===== src/rtl/j22_intc.sv =====
// j22_intc: priority interrupt controller in front of the J22 cpu core.
// Define J22_INTC_NMI_EN to add a non-maskable interrupt input (nmi_in).
module j22_intc #(
    parameter int         NSRC      = 8,
    parameter logic [7:0] VBASE_RST = 8'h40
) (
    input  logic            clk,
    input  logic            rst,
    input  logic [NSRC-1:0] irq_in,
`ifdef J22_INTC_NMI_EN
    input  logic            nmi_in,
`endif
    output logic            intr_req,
    output logic [3:0]      intr_level,
    output logic [7:0]      intr_vec,
    input  logic            inta_ack,
    input  logic            reg_we,
    input  logic            reg_re,
    input  logic [3:0]      reg_addr,
    input  logic [7:0]      reg_wdata,
    output logic [7:0]      reg_rdata
);

    localparam logic [3:0] ADDR_PEND  = 4'h8;
    localparam logic [3:0] ADDR_VBASE = 4'h9;
    localparam logic [7:0] NMI_VEC    = 8'd11;

    typedef enum logic [1:0] {
        S_IDLE,
        S_REQ,
        S_GAP
    } state_t;

    state_t          state_q, state_d;
    logic            req_q, req_d;
    logic [3:0]      lvl_q, lvl_d;
    logic [7:0]      vec_q, vec_d;
    logic [2:0]      idx_q, idx_d;
    logic [7:0]      vbase_q;
    logic [7:0]      rdata_q, rdata_d;

    logic [NSRC-1:0] sync1_q, sync2_q, sync3_q;
    logic [NSRC-1:0] rise;
    logic [4:0]      ipr_q [NSRC];
    logic [NSRC-1:0] edge_pend_q, edge_pend_d;
    logic [NSRC-1:0] pend, elig, clr;
    logic            pend_wr;
    logic            ack_mask;

    logic            win_any;
    logic [3:0]      win_lvl;
    logic [2:0]      win_idx;
    logic [7:0]      win_vec;

    logic            top_any;
    logic [3:0]      top_lvl;
    logic [7:0]      top_vec;
    logic            top_higher;
    logic            pres_nmi;
    logic            pres_elig;

    // ------------------------------------------------------------------
    // Input synchronisers; sync2_q is the synchronised line, sync3_q the
    // delayed copy used for rising-edge detection.
    // ------------------------------------------------------------------
    always_ff @(posedge clk or negedge rst) begin
        if (!rst) begin
            sync1_q <= '0;
            sync2_q <= '0;
            sync3_q <= '0;
        end else begin
            sync1_q <= irq_in;
            sync2_q <= sync1_q;
            sync3_q <= sync2_q;
        end
    end

    assign rise     = sync2_q & ~sync3_q;
    assign pend_wr  = reg_we && (reg_addr == ADDR_PEND);
    assign ack_mask = (state_q == S_REQ) && inta_ack && !pres_nmi;

    // Per-source pending/eligibility; a set on the same edge as a clear wins.
    generate
        for (genvar gi = 0; gi < NSRC; gi++) begin : g_src
            assign clr[gi]         = (pend_wr && reg_wdata[gi]) ||
                                     (ack_mask && (idx_q == 3'(gi)));
            assign edge_pend_d[gi] = ipr_q[gi][4] &
                                     (rise[gi] | (edge_pend_q[gi] & ~clr[gi]));
            assign pend[gi]        = ipr_q[gi][4] ? edge_pend_q[gi] : sync2_q[gi];
            assign elig[gi]        = pend[gi] && (ipr_q[gi][3:0] != 4'd0);
        end
    endgenerate

    always_ff @(posedge clk or negedge rst) begin
        if (!rst) begin
            for (int i = 0; i < NSRC; i++) begin
                ipr_q[i] <= '0;
            end
            edge_pend_q <= '0;
            vbase_q     <= VBASE_RST;
        end else begin
            for (int i = 0; i < NSRC; i++) begin
                if (reg_we && (reg_addr == 4'(i))) begin
                    ipr_q[i] <= reg_wdata[4:0];
                end
            end
            edge_pend_q <= edge_pend_d;
            if (reg_we && (reg_addr == ADDR_VBASE)) begin
                vbase_q <= reg_wdata;
            end
        end
    end

    // Highest level wins; strict compare keeps the lowest index on ties.
    always_comb begin
        win_any = 1'b0;
        win_lvl = 4'd0;
        win_idx = 3'd0;
        for (int i = 0; i < NSRC; i++) begin
            if (elig[i] && (ipr_q[i][3:0] > win_lvl)) begin
                win_any = 1'b1;
                win_lvl = ipr_q[i][3:0];
                win_idx = 3'(i);
            end
        end
    end

    assign win_vec = vbase_q + {5'd0, win_idx};

`ifdef J22_INTC_NMI_EN
    logic [2:0] nmi_sync_q;
    logic       nmi_pend_q;
    logic       nmi_sel_q, nmi_sel_d;
    logic       nmi_rise;

    assign nmi_rise = nmi_sync_q[1] & ~nmi_sync_q[2];

    always_ff @(posedge clk or negedge rst) begin
        if (!rst) begin
            nmi_sync_q <= '0;
            nmi_pend_q <= 1'b0;
            nmi_sel_q  <= 1'b0;
        end else begin
            nmi_sync_q <= {nmi_sync_q[1:0], nmi_in};
            nmi_pend_q <= nmi_rise |
                          (nmi_pend_q & ~((state_q == S_REQ) && inta_ack && nmi_sel_q));
            nmi_sel_q  <= nmi_sel_d;
        end
    end

    assign pres_nmi   = nmi_sel_q;
    assign top_any    = nmi_pend_q | win_any;
    assign top_lvl    = nmi_pend_q ? 4'hF : win_lvl;
    assign top_vec    = nmi_pend_q ? NMI_VEC : win_vec;
    assign top_higher = nmi_pend_q ? !nmi_sel_q : (win_any && (win_lvl > lvl_q));
    assign pres_elig  = nmi_sel_q ? nmi_pend_q : elig[idx_q];
`else
    assign pres_nmi   = 1'b0;
    assign top_any    = win_any;
    assign top_lvl    = win_lvl;
    assign top_vec    = win_vec;
    assign top_higher = win_any && (win_lvl > lvl_q);
    assign pres_elig  = elig[idx_q];
`endif

    // ------------------------------------------------------------------
    // Request FSM. Ack is checked before withdrawal and preemption, so an
    // ack coinciding with a would-be update retires the registered idx.
    // ------------------------------------------------------------------
    always_comb begin
        state_d = state_q;
        req_d   = req_q;
        lvl_d   = lvl_q;
        vec_d   = vec_q;
        idx_d   = idx_q;
`ifdef J22_INTC_NMI_EN
        nmi_sel_d = nmi_sel_q;
`endif
        case (state_q)
            S_IDLE: begin
                if (top_any) begin
                    req_d   = 1'b1;
                    lvl_d   = top_lvl;
                    vec_d   = top_vec;
                    idx_d   = win_idx;
`ifdef J22_INTC_NMI_EN
                    nmi_sel_d = nmi_pend_q;
`endif
                    state_d = S_REQ;
                end
            end
            S_REQ: begin
                if (inta_ack) begin
                    req_d   = 1'b0;
                    lvl_d   = 4'd0;
                    vec_d   = 8'd0;
                    state_d = S_GAP;
                end else if (!pres_elig) begin
                    req_d   = 1'b0;
                    lvl_d   = 4'd0;
                    vec_d   = 8'd0;
                    state_d = S_IDLE;
                end else if (top_higher) begin
                    lvl_d   = top_lvl;
                    vec_d   = top_vec;
                    idx_d   = win_idx;
`ifdef J22_INTC_NMI_EN
                    nmi_sel_d = nmi_pend_q;
`endif
                end
            end
            S_GAP: begin
                state_d = S_IDLE;
            end
            default: begin
                req_d   = 1'b0;
                lvl_d   = 4'd0;
                vec_d   = 8'd0;
                state_d = S_IDLE;
            end
        endcase
    end

    // Register read mux; PEND reflects the value before any same-cycle write.
    always_comb begin
        rdata_d = rdata_q;
        if (reg_re) begin
            rdata_d = 8'd0;
            if (reg_addr == ADDR_PEND) begin
                rdata_d[NSRC-1:0] = pend;
            end else if (reg_addr == ADDR_VBASE) begin
                rdata_d = vbase_q;
            end else begin
                for (int i = 0; i < NSRC; i++) begin
                    if (reg_addr == 4'(i)) begin
                        rdata_d = {3'd0, ipr_q[i]};
                    end
                end
            end
        end
    end

    always_ff @(posedge clk or negedge rst) begin
        if (!rst) begin
            state_q <= S_IDLE;
            req_q   <= 1'b0;
            lvl_q   <= 4'd0;
            vec_q   <= 8'd0;
            idx_q   <= 3'd0;
            rdata_q <= 8'd0;
        end else begin
            state_q <= state_d;
            req_q   <= req_d;
            lvl_q   <= lvl_d;
            vec_q   <= vec_d;
            idx_q   <= idx_d;
            rdata_q <= rdata_d;
        end
    end

    assign intr_req   = req_q;
    assign intr_level = lvl_q;
    assign intr_vec   = vec_q;
    assign reg_rdata  = rdata_q;

endmodule


===== config.mk =====
export PLATFORM = sky130hd
export DESIGN_NAME = j22_intc
export DESIGN_NICKNAME = d
export VERILOG_FILES = /design/src/rtl/j22_intc.sv
export SDC_FILE = /design/constraint.sdc
export NUM_CORES = 1
export LEC_CHECK = 0
export BUFFER_PORTS_ARGS = -buffer_cell sky130_fd_sc_hd__buf_2
export CORE_MARGIN = 5
export CORE_UTILIZATION = 25
export DETAILED_ROUTE_END_ITERATION = 16
export GPL_TIMING_DRIVEN = 0
export PLACE_DENSITY_LB_ADDON = 0.25
export SLEW_MARGIN = 20
export SYNTH_ARGS = -nofsm -noshare
export SYNTH_HDL_FRONTEND = slang
export SYNTH_SLANG_ARGS = --single-unit

===== constraint.sdc =====
create_clock -name clk -period 24.1 [get_ports clk]
set_input_delay 3.615 -clock clk [delete_from_list [all_inputs] [get_ports clk]]
set_output_delay 3.615 -clock clk [all_outputs]
set_load 0.03 [all_outputs]

* Yosys cells after proc, flatten, opt, wreduce, memory -nomap -nowiden
Cells that the tools add are included.
Word-level totals: register bits 106, bits in latches 0, memory bits (writable) 0, bits in read-only memories 0, input port bits 25, output and inout bits 21, logic and storage cells 223, memories kept 0
Cells by class: add/subtract/negate cells 1, multipliers 0, divide/modulo/power cells 0, $lt $le $gt $ge 10, equality and inequality tests 24, shift-type cells 0, muxes and demuxes 66, bitwise gates (word level) 35, reduce and logical (&&, ||, !) cells 68
Operators with widths (number):
- $mux 8 | 13
- $mux 4 | 12
- $logic_and 1x1->1 | 44
- $gt 4x4->1 | 8
- $reduce_bool 4->1 | 8
- $mux 3 | 10
- $pmux 8 s3 | 1
- $mux 1 | 21
- $and 1x1->1 | 16
- $eq 4x3->1 const B | 4
- $eq 3x3->1 const B | 4
- $pmux 4 s3 | 1
- $not 1->1 | 9
- $add 8x3->8 | 1
- $and 8x8->8 | 1
- $eq 4x2->1 const B | 2
- $eq 4x4->1 const B | 2
- $logic_or 1x1->1 | 8
- $ne 2x2->1 const B | 4
- $not 8->8 | 1
- $or 1x1->1 | 8
- $eq 3x2->1 const B | 2
- $mux 2 | 3
- $pmux 3 s2 | 1
- 19 further kinds | 20

* Depth between registers and ports, before layout
Gate-level depths: netlist of the first run.
depth after elaboration 31, mapped depth 71, depth with buffers taken out 69

* Worst setup path before layout of the first run
Ideal clock, no wire load.
path kind flip-flop to flip-flop, start point reg ipr_q[39] (netlist name), end point reg vec_q[0], in the netlist intr_vec[0], library setup time 125 ps, arrival time 12553 ps, required time 23975 ps, path slack 11422 ps, cell stages (with the launch flop) 66, path buffers 2, clock period less this slack 12678 ps, path through dfrtp_1 > mux2_2 > and2_1 > ha_1 > nor2b_1 > o211ai_1 > a2111oi_4 > nand2_1 > o21ai_0 > inv_1 > ha_1 > o21ai_0 > mux2i_1 > a221o_1 > nand2_1 > mux2_2 > ha_1 > nand3_1 > [30 not listed] > ha_1 > nor2b_1 > o21a_1 > o21a_1 > o211ai_1 > clkbuf_1 > or2_2 > o31a_1 > and2_1 > ha_1 > nor2b_1 > o21ai_0 > nand2b_1 > a21oi_1 > nor2_1 > nor3_1 > a31oi_4 > mux2_4
Between the ends: word-level cells in the longest chain between the ends 30, elaborated cells between the ends (all ways) 53, classes of those cells 1 x add/sub; 8 x order compare; 2 x eq/ne; 31 x mux; 11 x reduce/logical
RTL lines:
- start, declared | line 44 | logic [4:0] ipr_q [NSRC];
- start signal, assigned by index | line 104 | ipr_q[i] <= reg_wdata[4:0];
- $mux 1 * | line 89 | assign pend[gi] = ipr_q[gi][4] ? edge_pend_q[gi] : sync2_q[gi];
- $logic_and 1x1->1 * | line 90 | assign elig[gi] = pend[gi] && (ipr_q[gi][3:0] != 4'd0);
- $logic_and 1x1->1 | line 120 | if (elig[i] && (ipr_q[i][3:0] > win_lvl)) begin
- $mux 4 | line 120
- $gt 4x4->1 | line 120
- $logic_and 1x1->1 | line 120
- $mux 4 | line 120
- $gt 4x4->1 | line 120
- [14 not listed]
- $gt 4x4->1 | line 120
- $logic_and 1x1->1 | line 120
- $mux 3 | line 120
- $add 8x3->8 | line 128 | assign win_vec = vbase_q + {5'd0, win_idx};
- $mux 8 | line 203 | end else if (top_higher) begin
- $mux 8 | line 198 | end else if (!pres_elig) begin
- $mux 8 | line 193 | if (inta_ack) begin
- $pmux 8 s3 | line 179 | case (state_q)
- end signal, assigned | line 255 | vec_q <= vec_d;
- end, declared | line 37 | logic [7:0] vec_q, vec_d;
Every way passes the cells marked *; elsewhere a longest branch is shown, timed or not. The select of a mux whose other input is x is not followed. A chain may end at the register's enable or synchronous reset.

* Worst setup path in the final report of the first run
start point reg ipr_q[39] (netlist name), end point reg vec_q[7], in the netlist intr_vec[7]
Same word-level chain as after synthesis.

==> results_tabular.tex, run 1 <==
\begin{tabular}{lr}
\hline
Metric & Value \\
\hline
\multicolumn{2}{l}{\textbf{CTS}} \\
Clock latency at the later pin of the worst-skew pair & 360 ps \\
Number of buffers added by the clock tree synthesis step & 9 \\
Clk buf depth & 2 \\
Postcts setup bufs & 0 \\
Post-cts sizing count & 0 \\
Clock transition time at the flip-flop clock pins of the worst setup and hold paths & 70 ps \\
TritonCTS clock tree & yes \\
CTS root buf & sky130\_fd\_sc\_hd\_\_clkbuf\_16 \\
Number of buffers added to fix hold violations after cts & 0 \\
Clock Sinks & approximately 110 \\
H-tree depth & 3 \\
\multicolumn{2}{l}{\textbf{Power and ir drop}} \\
Internal power & 562 uW \\
Sequential share of power & between 20\% and 30\% \\
Switching power of the nets & 425 uW \\
Power density over cell area & 135 nW/um2 \\
Share of power burned in the clock network & 15.8\% \\
Worst vdd ir & 0.0000537 V \\
Static Leak & 3.14 nW \\
Post-layout power & a little under 1 mW \\
Share of total power consumed by net switching & 43.0\% \\
Portion of total power attributed to combinational logic & between 50\% and 60\% \\
\multicolumn{2}{l}{\textbf{Hold path}} \\
Type of the worst min-delay path & reg -> reg \\
\multicolumn{2}{l}{\textbf{Routing}} \\
Final ANT Viol Nets & 0 \\
Drt wl/cell & 17.1 um \\
Length of routed wiring on met1 & 8.16 mm \\
DRC violations left & 0 \\
Routed vias & 4841 \\
Overall routed net length & 17.2 mm \\
DR WL met2 & 8.13 mm \\
Post-detailed-route via-to-cell ratio & 4.80 \\
Max Used Layer & met5 \\
Detailed Route Iter0 Violations & 243 \\
DRT Pass-1 Iters & 5 \\
Wire length on met3 & 623 um \\
\multicolumn{2}{l}{\textbf{STA}} \\
Hold Worst Slack & 349 ps \\
Worst max-slew margin expressed relative to the limit & 36.9\% \\
Setup tns final & 0 ps \\
Layout Skew & 15.4 ps \\
Maximum clock rate & approximately 69 MHz \\
Final hold violation count & 0 \\
Unrepaired setup endpoints after global routing & false \\
Final setup violating endpoints & 0 \\
Share of the clock period used by the worst path after layout & about three fifths \\
Final critical-path required period & 14460 ps \\
Final number of max-transition violations & 0 \\
Transition time at the pin with the least slew margin & 940 ps \\
\multicolumn{2}{l}{\textbf{GRT}} \\
Vias in the first global route & 4940 \\
Total congestion overflow & 0 \\
First-pass GRT wire length & 28.3 mm \\
Overall fraction of global-route tracks in use & 12.5\% \\
Number of antenna violations at the first check in global routing & 1 \\
Maximum number of pins on one net before global-route repair & 56 \\
\multicolumn{2}{l}{\textbf{Critical path}} \\
Worst setup SP type & flip-flop \\
Most used cell along the critical path & sky130\_fd\_sc\_hd\_\_ha\_1 \\
Worst path slowest cell & sky130\_fd\_sc\_hd\_\_a2111oi\_4 \\
Worst setup EP type & flip-flop \\
Data arrival time at the worst-slack endpoint & roughly 15000 ps \\
Required time at the endpoint of the critical path & 24340 ps \\
Worst Setup Path Type & reg -> reg \\
Maximum fanout encountered on the critical timing path & 10 \\
Delay of the slowest cell on the worst path & 610 ps \\
Register-to-register path setup slack & 9640 ps \\
\multicolumn{2}{l}{\textbf{Yosys}} \\
Count of state elements after synthesis & 106 \\
Post-synthesis cell type count & 73 \\
Most frequent cells after synthesis & sky130\_fd\_sc\_hd\_\_dfrtp\_1, sky130\_fd\_sc\_hd\_\_nor2\_1, sky130\_fd\_sc\_hd\_\_mux2\_2 \\
Cell with the most instances after synthesis & sky130\_fd\_sc\_hd\_\_dfrtp\_1 \\
Mapped Cells & 623 \\
Library cell occupying the most area in the post-synthesis netlist & sky130\_fd\_sc\_hd\_\_dfrtp\_1 \\
Register area share after synthesis & 41.8\% \\
Number of nets in the synthesized netlist & roughly 680 \\
Dominant cells by area after synthesis & sky130\_fd\_sc\_hd\_\_dfrtp\_1, sky130\_fd\_sc\_hd\_\_mux2\_2, sky130\_fd\_sc\_hd\_\_ha\_1 \\
Proportion of synthesized flip-flops having asynchronous set or reset & 100\% \\
Average size of a mapped cell & 10.2 um2 \\
Fraction of post-synthesis cell area in the top cell type by area & around two fifths \\
Top FF cell, synth & sky130\_fd\_sc\_hd\_\_dfrtp\_1 \\
Synth Cell Area & 6340 um2 \\
Synth warnings & 0 \\
Post-synth EDFFs & 0 \\
\multicolumn{2}{l}{\textbf{Placement}} \\
IO Port Bufs & 39 \\
Last weighted congestion value of the routability-driven placer & 0.809 \\
Post-detailed-placement half-perimeter wirelength & 13.2 mm \\
\multicolumn{2}{l}{\textbf{Finish}} \\
Area growth from synthesis to layout & 15.1\% \\
Antenna cells & 0 \\
Fraction of layout cells with a size suffix above 1 & 21.2\% \\
Nets & 730 \\
\multicolumn{2}{l}{\textbf{Die}} \\
Starting density of the core & 25.3\% \\
Height of the chip & 169 um \\
Row count & 58 \\
Die Area & about 29000 um2 \\
Die Width & around 170 um \\
IO Count & 46 \\
Placeable core region & 25100 um2 \\
\multicolumn{2}{l}{\textbf{Job}} \\
Max capacitance violation total & 0 \\
\multicolumn{2}{l}{\textbf{Status}} \\
Result of the run & finished clean \\
\hline
\end{tabular}
## flip-flops by register name (all words and copies together), names as in the netlist
register,flops
sync3_q,8
state_q,2
idx_q,3
edge_pend_q,8
sync2_q,8
vbase_q,8
intr_level,4
intr_req,1
sync1_q,8
ipr_q,40
intr_vec,8
reg_rdata,8
## per-layer routing
layer	vias to the layer above	track usage [%]
met2	76	20.3
met5	-	0
met1	2359	17.1
met3	22	2.10
li1	2382	-
met4	2	3.50
## layout by cell type (no fill, tap or decap), types with 6 or more instances in the layout
master,synthesis,final
sky130_fd_sc_hd__a21oi_1,54,54
sky130_fd_sc_hd__clkbuf_1,18,19
sky130_fd_sc_hd__nand3_1,11,11
sky130_fd_sc_hd__inv_1,32,32
sky130_fd_sc_hd__nand2_1,34,34
sky130_fd_sc_hd__dfrtp_1,105,105
sky130_fd_sc_hd__ha_1,30,30
sky130_fd_sc_hd__nor3_1,8,8
sky130_fd_sc_hd__mux2_4,9,9
sky130_fd_sc_hd__a22oi_1,13,13
sky130_fd_sc_hd__and2_1,10,10
sky130_fd_sc_hd__o21a_1,6,6
sky130_fd_sc_hd__o21ai_0,19,19
sky130_fd_sc_hd__mux2i_1,14,14
sky130_fd_sc_hd__mux2_2,55,55
sky130_fd_sc_hd__nor2b_1,30,30
sky130_fd_sc_hd__nand4_1,6,6
sky130_fd_sc_hd__nor2_1,56,56
sky130_fd_sc_hd__clkbuf_16,0,9
sky130_fd_sc_hd__buf_2,1,39
sky130_fd_sc_hd__a31oi_1,6,6
sky130_fd_sc_hd__a21o_1,8,8
## area by class of cell
type                    instances  area, um2
repair buffers                 40        229
fillers                      2721      17800
multi-input cells             463       3480
clock buffers                  12        256
plain buffers                  22       85.1
well taps                     330        413
flip-flops and latches        106       2650
inverters                      32        120
clock inverters                 4       57.6
## critical path: cells and delay by family (launching register included)
kind | cells | cell delay [ps]
AND/OR/NAND/NOR | 22 | 3380
buffers and inverters | 6 | 960
multiplexers | 7 | 2420
adder cells (fa/ha/maj) | 8 | 2110
flip-flops | 1 | 430
AO/OA/AOI/OAI | 24 | 4980
## worst paths after layout
path,start,end,cells after the start
min reg2reg,sync1_q[2],sync2_q[2],0
max in group asynchronous,rst,ipr_q[25],2
min,sync1_q[2],sync2_q[2],0
max,ipr_q[39],intr_vec[7],67
max reg2reg,ipr_q[39],intr_vec[7],67
min in group asynchronous,rst,intr_vec[6],1
## power by group through the flow
stage / Clock (mW) / Combinational, mW / Sequential (mW)
2_1_floorplan: 0 / 0.432 / 0.267
3_3_place_gp: 0 / 0.567 / 0.263
3_5_place_dp: 0 / 0.571 / 0.264
4_1_cts: 0.161 / 0.575 / 0.260
5_1_grt: 0.168 / 0.643 / 0.266
6_report: 0.156 / 0.570 / 0.260
## kinds of logic (layout without fill, tap and decap cells)
group           Yosys count  after routing  synth area share, %
simple gates            188            188                 15.4
compound gates          155            155                 17.4
flops                   106            106                 41.8
mux                      80             80                 14.6
buf+inv                  54            110                 3.24
fa+ha+maj                31             31                 6.23
xor+xnor                  9              9                 1.24
## metrics by stage
step | util, % | instance area (um2) | worst slack [ps] | cells
after global placement | 27.7 | 6950 | 9570 | 992
after floorplan | - | 6340 | 11420 | 623
after detailed placement | 27.8 | 6980 | 9570 | 993
after CTS | 29.1 | 7300 | 9510 | 1009
after global routing | 29.1 | 7300 | 8330 | 1009
final | 29.1 | 7300 | 9640 | 1009
Note: power is estimated with default switching activity, not from simulation.
==> run 2, diff against run 1 <==
ABC_AREA = 1   (was default)
clock period = 14 ns   (was 24.1 ns; I/O delays follow)
==> run 2 against run 1 <==
  * Critical path depth is 3 higher
  * Clock skew is 5.2 ps lower
  * Core utilization is 0.16 points higher
  * Synthesized cell count is 26% higher
  * Sequential share of layout area is 0.30 points lower
  * Sequential power is 65% higher
==> results_tabular.tex, run 2 <==
\begin{tabular}{lr}
\hline
Metric & Value \\
\hline
\multicolumn{2}{l}{\textbf{Die}} \\
Die Width & 170 um (was 169 um) \\
Placeable core region & 25200 um2 (was 25100 um2) \\
Starting density of the core & 25.3\% (about the same) \\
Row count & 58 (unchanged) \\
IO Count & 46 (unchanged) \\
Die Area & 28800 um2 (was 28700 um2) \\
Height of the chip & 170 um (was 169 um) \\
\multicolumn{2}{l}{\textbf{Hold path}} \\
Worst hold path cell count & 0 (unchanged) \\
Launch instance of the worst min-delay path & sync1\_q[3] (was sync1\_q[2]) \\
Type of the worst min-delay path & reg -> reg (unchanged) \\
Hold Crit Endpoint & sync2\_q[3] (was sync2\_q[2]) \\
\multicolumn{2}{l}{\textbf{Finish}} \\
Commonest non-fill, non-tap cells in the layout & sky130\_fd\_sc\_hd\_\_nand2\_1, sky130\_fd\_sc\_hd\_\_inv\_1, sky130\_fd\_sc\_hd\_\_dfrtp\_1 (was sky130\_fd\_sc\_hd\_\_dfrtp\_1, sky130\_fd\_sc\_hd\_\_nor2\_1, sky130\_fd\_sc\_hd\_\_mux2\_2) \\
Fraction of layout cells with a size suffix above 1 & 17.2\% (was 21.2\%) \\
Nets & 899 (was 730) \\
Antenna cells & 0 (unchanged) \\
Register with the most flip-flops & ipr\_q (unchanged) \\
Most common cell after layout, fill and taps aside & sky130\_fd\_sc\_hd\_\_nand2\_1 (was sky130\_fd\_sc\_hd\_\_dfrtp\_1) \\
Number of flip-flops in the largest register & 40 (unchanged) \\
Number of fill cells in the layout & 2740 (was 2721) \\
Area growth from synthesis to layout & 15.4\% (was 15.1\%) \\
\multicolumn{2}{l}{\textbf{CTS}} \\
Clock Sinks & 106 (unchanged) \\
Number of buffers added by the clock tree synthesis step & 9 (unchanged) \\
CTS root buf & sky130\_fd\_sc\_hd\_\_clkbuf\_16 (unchanged) \\
Clock latency at the later pin of the worst-skew pair & 360 ps (about the same) \\
Clk buf depth & 2 (unchanged) \\
Clock transition time at the flip-flop clock pins of the worst setup and hold paths & 70 ps (about the same) \\
Post-cts sizing count & 0 (unchanged) \\
H-tree depth & 3 (unchanged) \\
Number of buffers added to fix hold violations after cts & 0 (unchanged) \\
TritonCTS clock tree & yes (unchanged) \\
Postcts setup bufs & 0 (unchanged) \\
\multicolumn{2}{l}{\textbf{Routing}} \\
Final ANT Viol Nets & 0 (unchanged) \\
Overall routed net length & 17.0 mm (was 17.2 mm) \\
Post-detailed-route via-to-cell ratio & 4.45 (was 4.80) \\
DRT Pass-1 Iters & 6 (was 5) \\
Drt wl/cell & 14.5 um (was 17.1 um) \\
DRC violations left & 0 (unchanged) \\
Routed vias & 5241 (was 4841) \\
Detailed Route Iter0 Violations & 281 (was 243) \\
\multicolumn{2}{l}{\textbf{STA}} \\
Setup slack after layout & 4040 ps (was 9640 ps) \\
Final setup violating endpoints & 0 (unchanged) \\
Worst max-slew margin expressed relative to the limit & 41.1\% (was 36.9\%) \\
Final number of max-transition violations & 0 (unchanged) \\
Transition time at the pin with the least slew margin & 873 ps (was 940 ps) \\
Share of the clock period used by the worst path after layout & 71.2\% (was 60.0\%) \\
Layout Skew & 10.2 ps (was 15.4 ps) \\
Unrepaired setup endpoints after global routing & false (unchanged) \\
Final hold violation count & 0 (unchanged) \\
Final critical-path required period & 9960 ps (was 14460 ps) \\
Maximum clock rate & 100 MHz (was 69.1 MHz) \\
Setup tns final & 0 ps (unchanged) \\
\multicolumn{2}{l}{\textbf{Power and ir drop}} \\
Sequential share of power & 25.9\% (was 26.4\%) \\
Power density over cell area & 226 nW/um2 (was 135 nW/um2) \\
Share of total power consumed by net switching & 47.6\% (was 43.0\%) \\
Worst vdd ir & 0.000125 V (was 0.0000537 V) \\
Switching power of the nets & 791 uW (was 425 uW) \\
Static Leak & 3.68 nW (was 3.14 nW) \\
Portion of total power attributed to combinational logic & 58.1\% (was 57.8\%) \\
Share of power burned in the clock network & 16.0\% (was 15.8\%) \\
Internal power & 871 uW (was 562 uW) \\
\multicolumn{2}{l}{\textbf{Critical path}} \\
Required time at the endpoint of the critical path & 14290 ps (was 24340 ps) \\
Delay of the slowest cell on the worst path & 410 ps (was 610 ps) \\
Most used cell along the critical path & sky130\_fd\_sc\_hd\_\_nand2\_1 (was sky130\_fd\_sc\_hd\_\_ha\_1) \\
Worst setup EP type & flip-flop (unchanged) \\
Data arrival time at the worst-slack endpoint & 10250 ps (was 14700 ps) \\
Worst Setup Path Type & reg -> reg (unchanged) \\
Critical path startpoint & ipr\_q[39] (unchanged) \\
Crit Reg-Reg Startpoint & ipr\_q[39] (unchanged) \\
Worst path slowest cell & sky130\_fd\_sc\_hd\_\_dfrtp\_1 (was sky130\_fd\_sc\_hd\_\_a2111oi\_4) \\
Worst reg2reg path depth & 70 (was 67) \\
Maximum fanout encountered on the critical timing path & 10 (unchanged) \\
Worst setup SP type & flip-flop (unchanged) \\
Endpoint of the most critical register-to-register path & intr\_vec[7] (unchanged) \\
Kind of cell adding the most delay to the critical path & simple AND/OR/NAND/NOR gates (was compound AO/OA/AOI/OAI gates) \\
Register-to-register path setup slack & 4040 ps (was 9640 ps) \\
Count of buffering cells on the critical path with inverters included & 10 (was 6) \\
\multicolumn{2}{l}{\textbf{Status}} \\
Result of the run & finished clean (unchanged) \\
\multicolumn{2}{l}{\textbf{GRT}} \\
Met2 Usage GRT & 20.0\% (was 20.3\%) \\
Global routing usage on met1 & 16.7\% (was 17.1\%) \\
Maximum number of pins on one net before global-route repair & 75 (was 56) \\
Global-route layer with the greatest usage & met2 (unchanged) \\
Overall fraction of global-route tracks in use & 12.1\% (was 12.5\%) \\
Vias in the first global route & 5204 (was 4940) \\
First-pass GRT wire length & 27.6 mm (was 28.3 mm) \\
Total congestion overflow & 0 (unchanged) \\
Fraction of met3 tracks used by global routing & 1.75\% (was 2.10\%) \\
Number of antenna violations at the first check in global routing & 0 (was 1) \\
\multicolumn{2}{l}{\textbf{Yosys}} \\
Post-synth EDFFs & 0 (unchanged) \\
Proportion of synthesized flip-flops having asynchronous set or reset & 100\% (unchanged) \\
Count of state elements after synthesis & 106 (unchanged) \\
Top FF cell, synth & sky130\_fd\_sc\_hd\_\_dfrtp\_1 (unchanged) \\
Synth Cell Area & 6380 um2 (was 6340 um2) \\
Number of nets in the synthesized netlist & 843 (was 679) \\
Library cell occupying the most area in the post-synthesis netlist & sky130\_fd\_sc\_hd\_\_dfrtp\_1 (unchanged) \\
Register area share after synthesis & 41.6\% (was 41.8\%) \\
Mapped Cells & 787 (was 623) \\
Post-synthesis cell type count & 38 (was 73) \\
Cell with the most instances after synthesis & sky130\_fd\_sc\_hd\_\_nand2\_1 (was sky130\_fd\_sc\_hd\_\_dfrtp\_1) \\
Synth warnings & 0 (unchanged) \\
Most frequent cells after synthesis & sky130\_fd\_sc\_hd\_\_nand2\_1, sky130\_fd\_sc\_hd\_\_inv\_1, sky130\_fd\_sc\_hd\_\_dfrtp\_1 (was sky130\_fd\_sc\_hd\_\_dfrtp\_1, sky130\_fd\_sc\_hd\_\_nor2\_1, sky130\_fd\_sc\_hd\_\_mux2\_2) \\
Average size of a mapped cell & 8.10 um2 (was 10.2 um2) \\
Dominant cells by area after synthesis & sky130\_fd\_sc\_hd\_\_dfrtp\_1, sky130\_fd\_sc\_hd\_\_nand2\_1, sky130\_fd\_sc\_hd\_\_inv\_1 (was sky130\_fd\_sc\_hd\_\_dfrtp\_1, sky130\_fd\_sc\_hd\_\_mux2\_2, sky130\_fd\_sc\_hd\_\_ha\_1) \\
Fraction of post-synthesis cell area in the top cell type by area & 41.2\% (was 41.4\%) \\
\multicolumn{2}{l}{\textbf{Job}} \\
Max capacitance violation total & 0 (unchanged) \\
\multicolumn{2}{l}{\textbf{Placement}} \\
IO Port Bufs & 44 (was 39) \\
Post-detailed-placement half-perimeter wirelength & 13.6 mm (was 13.2 mm) \\
Worst setup slack before clock tree synthesis & 3930 ps (was 9570 ps) \\
Last weighted congestion value of the routability-driven placer & 0.806 (was 0.809) \\
\hline
\end{tabular}
-- run 2: cell types whose count changed after synthesis, sizes merged, moves of 13 or more --
cell	before	now
a21oi	54	24
a22oi	13	0
clkbuf	19	6
inv	32	109
mux2	65	2
mux2i	14	0
nand2	34	239
nand3	12	69
nor2b	30	0
o21ai	20	87
-- run 2: power by group through the flow --
stage | registers (mW) | logic, mW | clock network (mW)
after floorplan | 0.454 | 0.743 | 0
after global placement | 0.434 | 0.968 | 0
after CTS | 0.430 | 0.985 | 0.274
after detailed placement | 0.435 | 0.981 | 0
final | 0.430 | 0.966 | 0.266
after global routing | 0.440 | 1.11 | 0.285
-- run 2: final cells by class --
| cell class | count | area (um2) | area share [%] |
|---|---|---|---|
| buffer | 8 | 53.8 | 0.731 |
| sequential | 106 | 2650 | 36.1 |
| clock buffer | 11 | 253 | 3.43 |
| timing repair buffer | 45 | 254 | 3.45 |
| inverter | 110 | 413 | 5.61 |
| tap | 330 | 413 | 5.61 |
| multi-input combinational | 563 | 3260 | 44.3 |
| clock inverter | 5 | 61.3 | 0.833 |
-- run 2: kinds of logic after synthesis --
kind of cell | share of synthesized area (%)
adder cells (fa/ha/maj) | 6.20
AND/OR/NAND/NOR | 30.5
flip-flops | 41.6
AO/OA/AOI/OAI | 14.0
multiplexers | 0.353
buffers and inverters | 7.32
-- run 2: per-stage QoR --
stage	cell area (um2)	utilization (%)	cells	hold slack, ps	power, mW
2_1_floorplan	6380	-	787	331	1.20
3_3_place_gp	7010	27.8	1161	333	1.40
3_5_place_dp	7050	28.0	1162	336	1.42
4_1_cts	7360	29.2	1178	352	1.69
5_1_grt	7360	29.2	1178	365	1.84
6_report	7360	29.2	1178	348	1.66
-- run 2: worst max-delay path by stage --
stage                        endpoint  cells past startpoint
final                     intr_vec[7]                     70
after global placement    intr_vec[7]                     70
after global routing      intr_vec[7]                     71
after CTS                 intr_vec[7]                     69
after floorplan           intr_vec[7]                     70
after detailed placement  intr_vec[7]                     69
-- run 2: metal layers --
layer | vias to the layer above | share of wire (%)
met5 | - | 0
met4 | 0 | 0.91
met3 | 13 | 2.5
met2 | 62 | 47
met1 | 2460 | 50
li1 | 2706 | -
==> run 3, diff against run 2 <==
ABC_AREA = 0   (was 1)
clock period = 8.97 ns   (was 14 ns; I/O delays follow)
==> run 3 against run 2 <==
  * The flow now finishes with violations (negative setup slack)
  * Via count fell by 0.93%
  * Core utilization increased by 4.0 points
  * Routed wire length up 9.2%
  * Largest cell class unchanged
==> results_tabular.tex, run 3 (same netlist as run 1, synthesis figures left out) <==
\begin{tabular}{lr}
\hline
Metric & Value \\
\hline
\multicolumn{2}{l}{\textbf{Finish}} \\
Final core utilization & 33.3\% (was 29.2\%) \\
Commonest non-fill, non-tap cells in the layout & sky130\_fd\_sc\_hd\_\_dfrtp\_1, sky130\_fd\_sc\_hd\_\_buf\_4, sky130\_fd\_sc\_hd\_\_nor2\_1 (was sky130\_fd\_sc\_hd\_\_nand2\_1, sky130\_fd\_sc\_hd\_\_inv\_1, sky130\_fd\_sc\_hd\_\_dfrtp\_1) \\
Most common cell after layout, fill and taps aside & sky130\_fd\_sc\_hd\_\_dfrtp\_1 (was sky130\_fd\_sc\_hd\_\_nand2\_1) \\
Antenna cells & 0 (unchanged) \\
Design area & 8350 um2 (was 7360 um2) \\
Area used by multi-input combinational logic & 4000 um2 (was 3260 um2) \\
Register with the most flip-flops & ipr\_q (unchanged) \\
Nets & 800 (was 899) \\
Flip-flop and latch area & 2660 um2 (was 2650 um2) \\
Area growth from synthesis to layout & 31.6\% (was 15.4\%) \\
Number of flip-flops in the largest register & 40 (unchanged) \\
Number of fill cells in the layout & 2618 (was 2740) \\
Fraction of layout cells with a size suffix above 1 & 37.5\% (was 17.2\%) \\
\multicolumn{2}{l}{\textbf{STA}} \\
Final hold violation count & 0 (unchanged) \\
Unrepaired setup endpoints after global routing & true (was false) \\
Transition time at the pin with the least slew margin & 876 ps (was 873 ps) \\
Setup slack after layout & -3490 ps (was 4040 ps) \\
Layout Skew & 7.30 ps (was 10.2 ps) \\
Final critical-path required period & 12460 ps (was 9960 ps) \\
Worst max-slew margin expressed relative to the limit & 41.1\% (about the same) \\
Final setup violating endpoints & 17 (was 0) \\
Maximum clock rate & 80.3 MHz (was 100 MHz) \\
Hold Worst Slack & 349 ps (was 348 ps) \\
Final number of max-transition violations & 0 (unchanged) \\
Share of the clock period used by the worst path after layout & 139\% (was 71.2\%) \\
\multicolumn{2}{l}{\textbf{GRT}} \\
Number of antenna violations at the first check in global routing & 1 (was 0) \\
Total congestion overflow & 0 (unchanged) \\
First-pass GRT wire length & 29.0 mm (was 27.6 mm) \\
Overall fraction of global-route tracks in use & 12.8\% (was 12.1\%) \\
Vias in the first global route & 5191 (was 5204) \\
Maximum number of pins on one net before global-route repair & 57 (was 75) \\
\multicolumn{2}{l}{\textbf{Die}} \\
Row count & 58 (unchanged) \\
Die Width & 169 um (was 170 um) \\
Die Area & 28700 um2 (was 28800 um2) \\
IO Count & 46 (unchanged) \\
Height of the chip & 169 um (was 170 um) \\
Starting density of the core & 25.3\% (about the same) \\
Placeable core region & 25100 um2 (was 25200 um2) \\
\multicolumn{2}{l}{\textbf{Placement}} \\
Instance area after placement & 7120 um2 (was 7050 um2) \\
Post-detailed-placement half-perimeter wirelength & 13.4 mm (was 13.6 mm) \\
Worst setup slack before clock tree synthesis & -4840 ps (was 3930 ps) \\
IO Port Bufs & 39 (was 44) \\
Last weighted congestion value of the routability-driven placer & 0.797 (was 0.806) \\
\multicolumn{2}{l}{\textbf{CTS}} \\
Number of buffers added by the clock tree synthesis step & 9 (unchanged) \\
H-tree depth & 3 (unchanged) \\
Number of buffers added to fix hold violations after cts & 0 (unchanged) \\
Clock latency at the later pin of the worst-skew pair & 350 ps (was 360 ps) \\
Clk buf depth & 2 (unchanged) \\
Clock transition time at the flip-flop clock pins of the worst setup and hold paths & 70 ps (about the same) \\
Clock Sinks & 106 (unchanged) \\
TritonCTS clock tree & yes (unchanged) \\
CTS root buf & sky130\_fd\_sc\_hd\_\_clkbuf\_16 (unchanged) \\
\multicolumn{2}{l}{\textbf{Power and ir drop}} \\
Internal power & 2.03 mW (was 871 uW) \\
Share of power burned in the clock network & 11.2\% (was 16.0\%) \\
Share of total power consumed by net switching & 41.2\% (was 47.6\%) \\
Sequential share of power & 20.4\% (was 25.9\%) \\
Power density over cell area & 413 nW/um2 (was 226 nW/um2) \\
Switching power of the nets & 1.42 mW (was 791 uW) \\
Worst vdd ir & 0.000178 V (was 0.000125 V) \\
Static Leak & 3.57 nW (was 3.68 nW) \\
Portion of total power attributed to combinational logic & 68.3\% (was 58.1\%) \\
\multicolumn{2}{l}{\textbf{Status}} \\
Result of the run & finished, violations left (was finished clean) \\
Violations in the final reports & negative setup slack \\
\multicolumn{2}{l}{\textbf{Routing}} \\
Drt wl/cell & 17.2 um (was 14.5 um) \\
DRC violations left & 0 (unchanged) \\
Detailed Route Iter0 Violations & 316 (was 281) \\
Routed vias & 5192 (was 5241) \\
Final ANT Viol Nets & 0 (unchanged) \\
Overall routed net length & 18.6 mm (was 17.0 mm) \\
Post-detailed-route via-to-cell ratio & 4.81 (was 4.45) \\
DRT Pass-1 Iters & 4 (was 6) \\
\multicolumn{2}{l}{\textbf{Job}} \\
Max capacitance violation total & 0 (unchanged) \\
\multicolumn{2}{l}{\textbf{Critical path}} \\
Worst Setup Path Type & reg -> reg (unchanged) \\
Maximum fanout encountered on the critical timing path & 8 (was 10) \\
Worst setup SP type & flip-flop (unchanged) \\
Delay of the slowest cell on the worst path & 410 ps (about the same) \\
Data arrival time at the worst-slack endpoint & 12700 ps (was 10250 ps) \\
Worst setup EP type & flip-flop (unchanged) \\
Required time at the endpoint of the critical path & 9210 ps (was 14290 ps) \\
Worst path slowest cell & sky130\_fd\_sc\_hd\_\_dfrtp\_2 (was sky130\_fd\_sc\_hd\_\_dfrtp\_1) \\
Most used cell along the critical path & sky130\_fd\_sc\_hd\_\_ha\_4 (was sky130\_fd\_sc\_hd\_\_nand2\_1) \\
\multicolumn{2}{l}{\textbf{Hold path}} \\
Type of the worst min-delay path & reg -> reg (unchanged) \\
\hline
\end{tabular}
run 3: changes by cell type in the layout (fill, tap and decap cells not counted), moves of 16 or more:
cell	delta
sky130_fd_sc_hd__mux2_4	+17
sky130_fd_sc_hd__buf_4	+67
sky130_fd_sc_hd__inv_1	-84
sky130_fd_sc_hd__o21ai_0	-62
sky130_fd_sc_hd__nand3_1	-45
sky130_fd_sc_hd__nor2b_1	+28
sky130_fd_sc_hd__nand2_4	-17
sky130_fd_sc_hd__nand2_1	-178
sky130_fd_sc_hd__ha_4	+16
sky130_fd_sc_hd__ha_1	-16
sky130_fd_sc_hd__mux2_2	+46
sky130_fd_sc_hd__a21oi_1	+22
run 3: final timing paths:
path,from,to,slack (ps),cells after the start
max,ipr_q[39],idx_q[1],-3490,66
min,sync1_q[7],sync2_q[7],350,0
max reg2reg,ipr_q[39],idx_q[1],-3490,66
min reg2reg,sync1_q[7],sync2_q[7],350,0
max in group asynchronous,rst,ipr_q[39],7350,2
min in group asynchronous,rst,intr_vec[7],950,1
run 3: critical path, delay by kind of cell (launching register included):
kind | cells | cell delay [ps]
AO/OA/AOI/OAI | 23 | 4060
buffers and inverters | 9 | 1100
flip-flops | 1 | 410
adder cells (fa/ha/maj) | 8 | 1810
multiplexers | 7 | 2220
AND/OR/NAND/NOR | 19 | 2750
run 3: power groups by stage:
| stage | Sequential [mW] | Combinational (mW) | Clock, mW |
|---|---|---|---|
| 4_1_cts | 0.700 | 2.01 | 0.396 |
| 3_3_place_gp | 0.706 | 1.62 | 0 |
| 2_1_floorplan | 0.718 | 1.24 | 0 |
| 6_report | 0.705 | 2.36 | 0.387 |
| 3_5_place_dp | 0.707 | 1.62 | 0 |
| 5_1_grt | 0.721 | 2.58 | 0.416 |
run 3: repair_timing:
item	in CTS	in global routing
pin swaps	41	47
gates resized for setup	43	38
buffers inserted	50	21
endpoints found under the setup margin	17	17
run 3: layout make-up:
cell class                      instances  area share, %
Clock inverter                          4          0.315
Timing Repair Buffer                  110           9.28
Clock buffer                           12           3.07
Inverter                               32           1.47
Multi-Input combinational cell        463           47.9
Sequential cell                       106           31.8
Tap cell                              330           4.95
Buffer                                 22           1.18
run 3: routing by layer:
layer  wire length (um)  GRT usage (%)  up-vias
met3                490           2.07       22
met1               8880           17.3     2583
li1                   -              -     2515
met2               8940           21.4       70
met5                  7              0        -
met4                289           3.19        2
run 3: metrics by stage:
stage	setup TNS, ps	power (mW)	instances
6_report	-55850	3.45	1079
5_1_grt	-65870	3.72	1079
4_1_cts	-55150	3.11	1058
3_5_place_dp	-77380	2.33	993
3_3_place_gp	-77920	2.32	992
2_1_floorplan	-51720	1.96	623
